## config.mk

```make
export PLATFORM = sky130hd
export DESIGN_NAME = mux_rr_arbiter_flat
export DESIGN_NICKNAME = d
export VERILOG_FILES = /design/src/rtl/mux_rr_arbiter_if.sv /design/src/rtl/mux_rr_arbiter.sv /design/src/flat_wrapper.sv
export SDC_FILE = /design/constraint.sdc
export NUM_CORES = 1
export LEC_CHECK = 0
export CAP_MARGIN = 40
export CORE_ASPECT_RATIO = 2
export CORE_MARGIN = 2
export CORE_UTILIZATION = 25
export CTS_BUF_LIST = sky130_fd_sc_hd__clkbuf_8 sky130_fd_sc_hd__clkbuf_16
export DETAILED_ROUTE_END_ITERATION = 8
export PLACE_DENSITY = 0.52
export SLEW_MARGIN = 20
export SYNTH_ARGS = -nofsm -noshare
export SYNTH_HDL_FRONTEND = slang
export SYNTH_SLANG_ARGS = --single-unit
```

## constraint.sdc

```tcl
create_clock -name clk -period 5.35 [get_ports clk]
set_clock_uncertainty 0.15 [all_clocks]
set_input_delay 1.07 -clock clk [delete_from_list [all_inputs] [get_ports clk]]
set_output_delay 1.07 -clock clk [all_outputs]
set_load 0.02 [all_outputs]
```

## src/rtl/mux_rr_arbiter_if.sv

```systemverilog
// Request/grant bundle between the requesters and the round-robin arbiter
// that drives the shared 8:1 mux select.
interface mux_rr_arbiter_if;
  logic [7:0] req;    // level request per requester, held for the burst
  logic [7:0] grant;  // one-hot grant, zero when idle
  logic [2:0] sel;    // mux select = index of the granted requester
  logic       busy;   // high while any grant is active

  // Requester side: raises requests, observes grant/select.
  modport master (
    output req,
    input  grant,
    input  sel,
    input  busy
  );

  // Arbiter side: consumes requests, owns grant/select.
  modport slave (
    input  req,
    output grant,
    output sel,
    output busy
  );
endinterface

```

## src/rtl/mux_rr_arbiter.sv

```systemverilog
// Round-robin arbiter in front of a shared 8:1 mux. Picks one of eight
// requesters, drives a registered one-hot grant plus the 3-bit mux select,
// and holds the grant for the length of the requester's burst.
// Optional feature: define MUX_ARB_TIMEOUT_EN to cap each burst at MAX_HOLD
// grant cycles; without it a grant lasts until its request drops.
module mux_rr_arbiter #(
  parameter int MAX_HOLD = 4,  // grant cycles per burst before forced handoff
  parameter int CNT_W    = 3,  // hold counter width, 2**CNT_W >= MAX_HOLD
  parameter int PTR_INIT = 0   // top-priority requester after reset
) (
  input logic              clk,
  input logic              rst_n,
  mux_rr_arbiter_if.slave  bus
);

  typedef enum logic {
    IDLE  = 1'b0,
    GRANT = 1'b1
  } state_t;

  // Reject parameter sets the hold counter or pointer cannot represent.
  if (MAX_HOLD < 1 || MAX_HOLD > 8 || (2 ** CNT_W) < MAX_HOLD ||
      PTR_INIT < 0 || PTR_INIT > 7) begin : g_param_check
    $error("mux_rr_arbiter: illegal MAX_HOLD/CNT_W/PTR_INIT combination");
  end

  state_t     state_reg, state_next;
  logic [7:0] grant_reg, grant_next;
  logic [2:0] sel_reg,   sel_next;
  logic       busy_reg,  busy_next;
  logic [2:0] ptr_reg,   ptr_next;

  logic [7:0] search_req;
  logic [7:0] rot_req;
  logic       found;
  logic [2:0] offset;
  logic [2:0] winner;
  logic [7:0] winner_onehot;
  logic       req_cur;
  logic       timeout;

`ifdef MUX_ARB_TIMEOUT_EN
  logic [CNT_W-1:0] hold_cnt_reg, hold_cnt_next;
  assign timeout = (hold_cnt_reg == CNT_W'(MAX_HOLD - 1));
`else
  assign timeout = 1'b0;
`endif

  // While a grant is active the current holder never competes in the search:
  // on a drop its request is already low, on a timeout it must be skipped.
  assign search_req = (state_reg == GRANT) ? (bus.req & ~grant_reg) : bus.req;
  assign req_cur    = bus.req[sel_reg];

  // Rotate the candidates so bit 0 is the highest-priority index (ptr);
  // 3-bit addition gives the mod-8 wrap for free.
  for (genvar gi = 0; gi < 8; gi++) begin : g_rotate
    assign rot_req[gi] = search_req[ptr_reg + 3'(gi)];
  end

  // Lowest set bit of the rotated vector is the winner's distance from ptr.
  always_comb begin
    offset = 3'd0;
    for (int i = 7; i >= 0; i--) begin
      if (rot_req[i]) offset = 3'(i);
    end
  end

  assign found         = |rot_req;
  assign winner        = ptr_reg + offset;
  assign winner_onehot = 8'd1 << winner;

  // Next-state and output decode; every register defaults to holding.
  always_comb begin
    state_next = state_reg;
    grant_next = grant_reg;
    sel_next   = sel_reg;
    busy_next  = busy_reg;
    ptr_next   = ptr_reg;
`ifdef MUX_ARB_TIMEOUT_EN
    hold_cnt_next = hold_cnt_reg;
`endif
    case (state_reg)
      IDLE: begin
        if (found) begin
          state_next = GRANT;
          grant_next = winner_onehot;
          sel_next   = winner;
          busy_next  = 1'b1;
          ptr_next   = winner + 3'd1;
`ifdef MUX_ARB_TIMEOUT_EN
          hold_cnt_next = '0;
`endif
        end
      end
      GRANT: begin
        if (req_cur && !timeout) begin
          // Burst continues; late arrivals never preempt it.
`ifdef MUX_ARB_TIMEOUT_EN
          hold_cnt_next = hold_cnt_reg + 1'b1;
`endif
        end else if (found) begin
          // Back-to-back handoff on the same edge, no idle bubble.
          grant_next = winner_onehot;
          sel_next   = winner;
          ptr_next   = winner + 3'd1;
`ifdef MUX_ARB_TIMEOUT_EN
          hold_cnt_next = '0;
`endif
        end else if (req_cur) begin
          // Timed out with nobody else waiting: re-grant the same holder.
`ifdef MUX_ARB_TIMEOUT_EN
          hold_cnt_next = '0;
`endif
        end else begin
          // Holder dropped and nobody else wants the mux; sel keeps its value.
          state_next = IDLE;
          grant_next = 8'h00;
          busy_next  = 1'b0;
        end
      end
      default: begin
        state_next = IDLE;
        grant_next = 8'h00;
        busy_next  = 1'b0;
      end
    endcase
  end

  // State and output registers; reset abandons any burst immediately.
  always_ff @(posedge clk or negedge rst_n) begin
    if (!rst_n) begin
      state_reg <= IDLE;
      grant_reg <= 8'h00;
      sel_reg   <= 3'd0;
      busy_reg  <= 1'b0;
      ptr_reg   <= 3'(PTR_INIT);
    end else begin
      state_reg <= state_next;
      grant_reg <= grant_next;
      sel_reg   <= sel_next;
      busy_reg  <= busy_next;
      ptr_reg   <= ptr_next;
    end
  end

`ifdef MUX_ARB_TIMEOUT_EN
  // Counts grant cycles within the current burst.
  always_ff @(posedge clk or negedge rst_n) begin
    if (!rst_n) hold_cnt_reg <= '0;
    else        hold_cnt_reg <= hold_cnt_next;
  end
`endif

  assign bus.grant = grant_reg;
  assign bus.sel   = sel_reg;
  assign bus.busy  = busy_reg;

endmodule

```

## src/flat_wrapper.sv

```systemverilog
// flat-port wrapper written by rule: the top's interface ports become plain ports
module mux_rr_arbiter_flat 
#(
  parameter int MAX_HOLD = 4,                                                 
  parameter int CNT_W    = 3,                                             
  parameter int PTR_INIT = 0                                        
)
  (clk, rst_n, bus_req, bus_grant, bus_sel, bus_busy);
  mux_rr_arbiter_if bus_i ();
  input logic clk;
  input logic rst_n;
  input wire logic [$bits(bus_i.req)-1:0] bus_req;
  output wire logic [$bits(bus_i.grant)-1:0] bus_grant;
  output wire logic [$bits(bus_i.sel)-1:0] bus_sel;
  output wire logic [$bits(bus_i.busy)-1:0] bus_busy;
  assign bus_i.req = bus_req;
  assign bus_grant = bus_i.grant;
  assign bus_sel = bus_i.sel;
  assign bus_busy = bus_i.busy;
  mux_rr_arbiter #(.MAX_HOLD(MAX_HOLD), .CNT_W(CNT_W), .PTR_INIT(PTR_INIT)) u_core (.clk(clk), .rst_n(rst_n), .bus(bus_i));
endmodule
```

==> results of run 1 <==
## metal layers
layer  wire length, um  part of all wire  up-vias
met2              2580              0.58       26
met3                62             0.014       15
met1              1470              0.33      617
met4               299             0.068        0
li1                  -                 -      592
met5                 0                 0        -
## per-stage QoR
step | setup slack [ns] | instance area (um^2) | hold WS, ns | instances | utilization
2_1_floorplan | 1.36 | 1600 | 0.461 | 140 | -
3_3_place_gp | 0.659 | 1870 | 0.335 | 245 | 0.299
3_5_place_dp | 0.605 | 1870 | 0.331 | 245 | 0.299
4_1_cts | 0.811 | 1960 | 0.349 | 249 | 0.313
5_1_grt | 0.631 | 1990 | 0.362 | 251 | 0.318
6_report | 0.876 | 1990 | 0.340 | 251 | 0.318
## synthesized netlist by cell type (3+ instances only)
| library cell | n |
|---|---|
| mux2i_1 | 11 |
| ha_1 | 10 |
| xnor2_1 | 4 |
| nor2b_1 | 3 |
| inv_1 | 8 |
| mux4_1 | 4 |
| nand2_1 | 13 |
| mux4_2 | 6 |
| nor2_1 | 4 |
| mux2_2 | 10 |
| o211ai_1 | 6 |
| mux2_4 | 3 |
| dfrtp_1 | 16 |
| nand4_1 | 6 |
| a21oi_1 | 9 |
## final timing paths
kind                       slack [ns]         startpoint  cells after the start                  end
setup / recovery                 0.88         bus_req[4]                     13  u_core.bus.grant[2]
hold / removal                   0.34    u_core.bus.busy                      1      u_core.bus.busy
setup reg to reg                 1.31  u_core.ptr_reg[0]                     13  u_core.bus.grant[2]
hold reg to reg                  0.34    u_core.bus.busy                      1      u_core.bus.busy
max in group asynchronous        3.88              rst_n                      2    u_core.ptr_reg[0]
min in group asynchronous        0.84              rst_n                      1  u_core.bus.grant[4]
## kinds of logic after synthesis
family                   after synthesis
XOR/XNOR                               6
buffers and inverters                 12
AO/OA/AOI/OAI                         28
AND/OR/NAND/NOR                       33
flip-flops                            16
multiplexers                          34
adder cells (fa/ha/maj)               11
## cell type report
cell class,instances,area share
well taps,86,0.0541
flip-flops and latches,16,0.201
inverters,8,0.0151
clock buffers,4,0.0446
repair buffers,25,0.128
multi-input cells,112,0.557
## worst reg2reg max path: stages, from the launching register on
cell and delay, ns:
dfrtp_1 0.40, buf_8 0.21, mux2_2 0.36, a21oi_1 0.39
mux4_2 0.43, nor2b_1 0.06, o21ai_0 0.15, a31oi_1 0.11
ha_1 0.20, fa_1 0.41, xor2_1 0.41, o41ai_1 0.15
mux2_2 0.32, o211ai_1 0.20
==> flow_summary_export.csv, run 1 <==
group,metric,value,unit
critical_path,worstSetupStartpointType,"primary input",
sta,min_period,4.47,ns
global_routing,grt_max_degree,20,
cts,cts_sinks,16,
cts,max-clock-path-buffers,2,
die,die_area,7090,um^2
synthesis,synth-simple-area-share,0.123,
global_routing,grtUsageTotal,0.141,
cts,post_cts_buffers,0,
critical_path,critPathTopFamily,"multiplexers",
synthesis,yosysTopAreaCellShare,0.251,
die,design.portCount,22,
layout,diodes,0,
layout,layout_commonest_cell,"clkdlybuf4s50_1",
synthesis,syn_nets,161,
detailed_routing,vias,1250,
sta,setup_violations,0,
critical_path,slowest_stage,"mux4_2",
sta,finalSetupTns,0,ns
synthesis,synth_top_cell_by_area,"dfrtp_1",
synthesis,synthMuxAreaShare,0.318,
sta,rsz0062_at_grt,"no",
sta,max_freq,224,MHz
layout,mostFrequentLayoutCells,"21 x clkdlybuf4s50_1, 16 x dfrtp_1, 13 x nand2_1",
synthesis,ys_warn_count,0,
critical_path,worst-setup-path-type,"in -> reg",
run_status,status,"finished clean",
cts,holdBufCountCts,0,
detailed_routing,drt-total-wl,4410,um
synthesis,synthAdderAreaFrac,0.0908,
detailed_routing,drcViolationCount,0,
detailed_routing,first_iter_violations,28,
critical_path,critPathCaptureType,"flip-flop",
synthesis,synth_ff_type,"dfrtp_1",
detailed_routing,dr.pass1.iters,4,
critical_path,cpPeakStageDelay,0.58,ns
global_routing,grtUsageMet2,0.264,
global_routing,grt_pass1_vias,1336,
global_routing,grt_use_met3,0.00989,
die,core.rowCount,41,
critical_path,required,5.37,ns
cts,cts_root_buffer,"clkbuf_16",
cts,cts_buffers,3,
layout,area_growth,24.6,%
die,die_y,117,um
sta,worst_pin_slew,0.585,ns
synthesis,netlist_instances,140,
critical_path,crit_chain,"clkdlybuf4s50_1 > mux2i_1 > a21oi_1 > mux4_2 > nor2b_1 > o21ai_0 > a31oi_1 > ha_1 > fa_1 > xor2_1 > o41ai_1 > mux2_2 > o211ai_1",
die,coreArea,6260,um^2
critical_path,path_buf_inv,1,
synthesis,yosys_register_bits,16,
cts,htree_num_levels,1,
synthesis,async_flop_share,1.00,
synthesis,avgSynthCellArea,11.4,um^2
global_routing,grtUsageMet1,0.131,
synthesis,synth_area_leaders,"dfrtp_1 25%, mux4_2 8.5%, ha_1 7.8%",
global_routing,grt_remaining_overflow,0,
place,hpwl,3630,um
sta,hold_viol,0,
detailed_routing,detail-route-antenna-nets,0,
die,die_w,60.5,um
detailed_routing,wire_per_inst,17.6,um
place,portBuffers,21,
layout,fill_cells,691,
cts,insertion_delay,0.25,ns
cts,cts_resized,0,
detailed_routing,viasPerCell,4.98,
cts,cts_tree,"yes",
layout,seqCellArea,400,um^2
place,finalWeightedCongestion,0.832,
critical_path,cp_data_arrival_time,4.49,ns
sta,finalCritPeriodShare,0.836,
sta,finalMaxSlewViolations,0,
synthesis,ys_types,35,
synthesis,synthesis.area,1600,um^2
layout,drive_above_1_share,0.218,
global_routing,grt_pass1_wl,6940,um
global_routing,antenna_found_initial,0,
sta,slew_headroom,0.610,
global_routing,grt.busiest_layer,"met2",
synthesis,synthXorXnorAreaFrac,0.0329,
layout,largest_register_ffs,8,
synthesis,synth_top_family_by_area,"multiplexers",
cts,cts.clk_slew.worst_paths,0.05,ns
min_path,hold_path_class,"reg -> reg",
critical_path,crit_fanout,6,
synthesis,yosysSeqAreaShare,0.251,
synthesis,synth_edf_count,0,
layout,multi_input_area,1110,um^2
synthesis,synth_compound_area_frac,0.129,
die,start_util,0.255,
layout,nets,187,
job,max-cap-violations,0,
Power of run 1 is not shown: default switching activity piles up to over one toggle a cycle in this logic, so the estimate is an artifact.
==> run 2, diff against run 1 <==
--- a/config.mk
+++ b/config.mk
@@ -11,7 +11,7 @@
 export CORE_UTILIZATION = 25
 export CTS_BUF_LIST = sky130_fd_sc_hd__clkbuf_8 sky130_fd_sc_hd__clkbuf_16
 export DETAILED_ROUTE_END_ITERATION = 8
-export PLACE_DENSITY = 0.52
+export PLACE_DENSITY = 0.53
 export SLEW_MARGIN = 20
 export SYNTH_ARGS = -nofsm -noshare
 export SYNTH_HDL_FRONTEND = slang
==> constraint.sdc (replaced) <==
create_clock -name clk -period 3.78 [get_ports clk]
set_clock_uncertainty 0.15 [all_clocks]
set_input_delay 0.756 -clock clk [delete_from_list [all_inputs] [get_ports clk]]
set_output_delay 0.756 -clock clk [all_outputs]
set_load 0.02 [all_outputs]
==> run 2 against run 1 <==
  * Non-clock buffer count grew 27
  * Register-to-register slack worse by 1.1 ns
  * Flip-flop and latch count is the same
  * Critical path depth is 1 lower
  * Global-route usage fell by 0.37 points
  * Count of clock-buffer cells in the layout is the same
  * Worst hold slack improved by 0.013 ns
  * Final cell count increased by 11%
  * Sequential share of layout area fell by 2.3 points
  * Wire length increased by 1.7%
  * Cell area grew 13%
  * Die area stayed put
  * Largest cell class unchanged
  * Highest routed layer unchanged
==> flow_summary_export.csv, run 2 (same netlist as run 1, synthesis figures left out) <==
group,metric,value,unit
sta,finalMaxSlewViolations,0,
die,die_y,117,um
detailed_routing,dr.pass1.iters,4,
place,portBuffers,21,
cts,cts_buffers,3,
detailed_routing,drcViolationCount,0,
sta,slew_headroom,0.573,
cts,cts_sinks,16,
global_routing,grt_pass1_wl,6950,um
layout,seqCellArea,400,um^2
global_routing,grt_max_degree,18,
layout,mostFrequentLayoutCells,"29 x buf_4, 16 x dfrtp_1, 13 x nand2_1, 13 x clkdlybuf4s50_1, 11 x mux2i_1",
layout,multi_input_area,1170,um^2
layout,fill_cells,664,
min_path,hold_path_class,"reg -> reg",
layout,nets,214,
critical_path,critPathCaptureType,"flip-flop",
critical_path,worstSetupStartpointType,"primary input",
layout,diodes,0,
cts,cts.clk_slew.worst_paths,0.05,ns
die,start_util,0.255,
place,finalWeightedCongestion,0.816,
layout,largest_register_ffs,8,
die,design.portCount,22,
layout,drive_above_1_share,0.380,
cts,cts_root_buffer,"clkbuf_16",
critical_path,crit_fanout,4,
sta,worst_pin_slew,0.640,ns
layout,area_growth,40.9,%
layout,instances_no_fill,278,
die,die_area,7090,um^2
place,hpwl,3740,um
global_routing,grtUsageTotal,0.138,
detailed_routing,vias,1338,
detailed_routing,viasPerCell,4.81,
sta,min_period,3.61,ns
critical_path,worst-setup-path-type,"in -> reg",
cts,max-clock-path-buffers,2,
critical_path,cp_data_arrival_time,3.62,ns
cts,holdBufCountCts,0,
job,max-cap-violations,0,
detailed_routing,drt-total-wl,4490,um
sta,rsz0062_at_grt,"no",
detailed_routing,detail-route-antenna-nets,0,
detailed_routing,first_iter_violations,30,
layout,layout_commonest_cell,"buf_4",
die,coreArea,6260,um^2
place,dp.cells,272,
cts,htree_num_levels,1,
die,core.rowCount,41,
cts,insertion_delay,0.25,ns
global_routing,antenna_found_initial,0,
die,die_w,60.5,um
detailed_routing,wire_per_inst,16.1,um
sta,setup_violations,0,
global_routing,grt_pass1_vias,1370,
sta,finalCritPeriodShare,0.955,
cts,cts_tree,"yes",
sta,max_freq,277,MHz
critical_path,required,3.79,ns
global_routing,grt_remaining_overflow,0,
run_status,status,"finished clean",
sta,hold_viol,0,
-- run 2: final timing paths --
check,start,end,slack [ns],depth (start not counted)
hold reg to reg,u_core.bus.busy,u_core.bus.busy,0.35,1
hold / removal,u_core.bus.busy,u_core.bus.busy,0.35,1
min in group asynchronous,rst_n,u_core.bus.grant[2],0.52,1
setup / recovery,bus_req[1],u_core.bus.grant[4],0.17,12
setup reg to reg,u_core.ptr_reg[0],u_core.bus.grant[4],0.19,13
max in group asynchronous,rst_n,u_core.bus.sel[1],2.61,2
-- run 2: area by class of cell --
cell class / instances / area share
inverters: 8 / 0.0133
multi-input cells: 112 / 0.522
repair buffers: 52 / 0.200
flip-flops and latches: 16 / 0.178
well taps: 86 / 0.0478
clock buffers: 4 / 0.0395
-- run 2: what timing repair did --
action,CTS,global route
resized for setup,19,2
setup buffers,1,0
pin swaps,3,2
endpoints found under the setup margin,10,9
-- run 2: critical path, cell delays in order --
cell and delay, ns:
dlygate4sd2_1 0.28, mux2i_1 0.15, a21oi_1 0.10, mux4_2 0.51
buf_4 0.17, o21ai_0 0.21, a211oi_2 0.13, fa_2 0.46
xnor2_4 0.25, o41ai_2 0.12, mux2_4 0.29, o211ai_1 0.19
-- run 2: layer usage --
layer  wire (um)  global-route usage  vias up
li1            -                   -      640
met1        1560               0.137      656
met2        2710               0.276       35
met3         120             0.00879        7
met4         105              0.0580        0
met5           0                   0        -
-- run 2: stage by stage --
stage	hold WS [ns]	worst slack, ns	setup TNS, ns	util	cell area (um^2)
floorplan	0.310	0.0335	0	-	1610
global placement	0.348	-0.522	-5.10	0.335	2090
detailed placement	0.347	-0.453	-4.50	0.335	2090
CTS	0.365	0.100	0	0.355	2220
global route	0.388	0.0201	0	0.360	2250
finish	0.352	0.170	0	0.360	2250
Power of run 2 is left out for the same reason.
==> run 3, diff against run 2 <==
--- a/config.mk
+++ b/config.mk
@@ -9,7 +9,7 @@
 export CORE_ASPECT_RATIO = 2
 export CORE_MARGIN = 2
 export CORE_UTILIZATION = 25
-export CTS_BUF_LIST = sky130_fd_sc_hd__clkbuf_8 sky130_fd_sc_hd__clkbuf_16
+export CTS_BUF_LIST = sky130_fd_sc_hd__clkbuf_16
 export DETAILED_ROUTE_END_ITERATION = 8
 export PLACE_DENSITY = 0.53
 export SLEW_MARGIN = 20
==> run 3 against run 2 <==
  * Register-to-register slack about the same
  * Core utilization down 0.16 points
  * Critical path type unchanged
  * Worst hold slack unchanged
  * Critical endpoint unchanged
  * Final cell count unchanged
  * Die area unchanged
  * Flip-flop and latch count unchanged
  * Non-clock buffer count unchanged
  * Cell area down 0.44%
  * Highest routed layer unchanged
  * Worst setup slack about the same
  * Maximum frequency about the same
==> flow_summary_export.csv, run 3 (same netlist as run 1, synthesis figures left out) <==
group,metric,value,unit
layout,diodes,0,
min_path,hold_path_class,"reg -> reg",
global_routing,antenna_found_initial,0,
die,design.portCount,22,
cts,insertion_delay,0.25,ns
place,hpwl,3740,um
cts,cts_buffers,3,
critical_path,worstSetupStartpointType,"primary input",
layout,fill_cells,666,
layout,multi_input_area,1170,um^2
cts,holdBufCountCts,0,
sta,rsz0062_at_grt,"no",
detailed_routing,detail-route-antenna-nets,0,
cts,htree_num_levels,1,
detailed_routing,wire_per_inst,16.1,um
die,start_util,0.255,
sta,finalCritPeriodShare,0.955,
min_path,min_delay_worst_endpoint,"u_core.bus.busy",
critical_path,required,3.79,ns
die,die_y,117,um
detailed_routing,drt-total-wl,4490,um
critical_path,critPathCaptureType,"flip-flop",
cts,cts_root_buffer,"clkbuf_16",
min_path,holdPathStages,1,
global_routing,grtUsageTotal,0.138,
sta,layout_setup_ws,0.170,ns
critical_path,ff2ff_setup_slack,0.19,ns
layout,mostFrequentLayoutCells,"29 x buf_4, 16 x dfrtp_1, 13 x nand2_1, 13 x clkdlybuf4s50_1, 11 x mux2i_1",
place,place_ws,-0.453,ns
place,finalWeightedCongestion,0.816,
cts,cts_tree,"yes",
sta,slew_headroom,0.573,
detailed_routing,viasPerCell,4.81,
critical_path,r2r-end,"u_core.bus.grant[4]",
min_path,hold_start,"u_core.bus.busy",
cts,cts_sinks,16,
die,die_area,7090,um^2
cts,max-clock-path-buffers,2,
run_status,status,"finished clean",
layout,layout_commonest_cell,"buf_4",
critical_path,crit_path_start,"bus_req[1]",
critical_path,crit_fanout,4,
critical_path,worst-setup-path-type,"in -> reg",
cts,cts.clk_slew.worst_paths,0.05,ns
sta,setup_violations,0,
critical_path,cp_data_arrival_time,3.62,ns
global_routing,grt_max_degree,18,
global_routing,grt_pass1_vias,1370,
sta,min_period,3.61,ns
critical_path,rr_worst_depth,13,
die,die_w,60.5,um
layout,nets,214,
global_routing,grt_remaining_overflow,0,
sta,max_freq,277,MHz
sta,worst_pin_slew,0.640,ns
sta,hold_viol,0,
detailed_routing,first_iter_violations,30,
layout,seqCellArea,400,um^2
die,core.rowCount,41,
critical_path,r2r_start,"u_core.ptr_reg[0]",
detailed_routing,vias,1337,
die,coreArea,6260,um^2
layout,largest_register_ffs,8,
detailed_routing,drcViolationCount,0,
detailed_routing,dr.pass1.iters,4,
layout,drive_above_1_share,0.375,
layout,area_growth,40.3,%
place,portBuffers,21,
sta,finalMaxSlewViolations,0,
global_routing,grt_pass1_wl,6950,um
job,max-cap-violations,0,
[run 3: final cells by class]
type	count	area share
well taps	86	0.0480
repair buffers	52	0.200
flip-flops and latches	16	0.179
clock inverters	1	0.00168
multi-input cells	112	0.524
clock buffers	3	0.0335
inverters	8	0.0134
[run 3: layer usage]
layer | up-vias | routed length (um) | GRT usage
met5 | - | 0 | 0
met4 | 0 | 105 | 0.0580
met3 | 7 | 120 | 0.00879
met2 | 35 | 2710 | 0.276
met1 | 655 | 1560 | 0.137
li1 | 640 | - | -
[run 3: worst max-delay path by stage]
stage	to	slack, ns
4_1_cts	u_core.bus.grant[4]	0.10
5_1_grt	u_core.bus.grant[2]	0.02
2_1_floorplan	u_core.bus.grant[0]	0.03
6_report	u_core.bus.grant[4]	0.17
3_5_place_dp	u_core.bus.grant[2]	-0.45
3_3_place_gp	u_core.bus.grant[2]	-0.52
[run 3: timing repair]
item / in CTS / in global routing
pin swaps: 3 / 2
gates resized for setup: 19 / 2
setup buffers: 1 / 0
endpoints found under the setup margin: 10 / 9
endpoints found under the hold margin: 0 / 0
[run 3: stage by stage]
step,hold WS [ns],cells,cell area (um^2),utilization,TNS (ns)
floorplan,0.310,140,1610,-,0
global placement,0.348,272,2090,0.335,-5.10
detailed placement,0.347,272,2090,0.335,-4.50
CTS,0.365,277,2210,0.354,0
global route,0.388,278,2240,0.358,0
finish,0.352,278,2240,0.358,0
[run 3: critical path, stage by stage]
cell and delay (ns):
dlygate4sd2_1 0.28, mux2i_1 0.15, a21oi_1 0.10, mux4_2 0.51, buf_4 0.17, o21ai_0 0.21
a211oi_2 0.13, fa_2 0.46, xnor2_4 0.25, o41ai_2 0.12, mux2_4 0.29, o211ai_1 0.19
Power of run 3 is left out for the same reason.
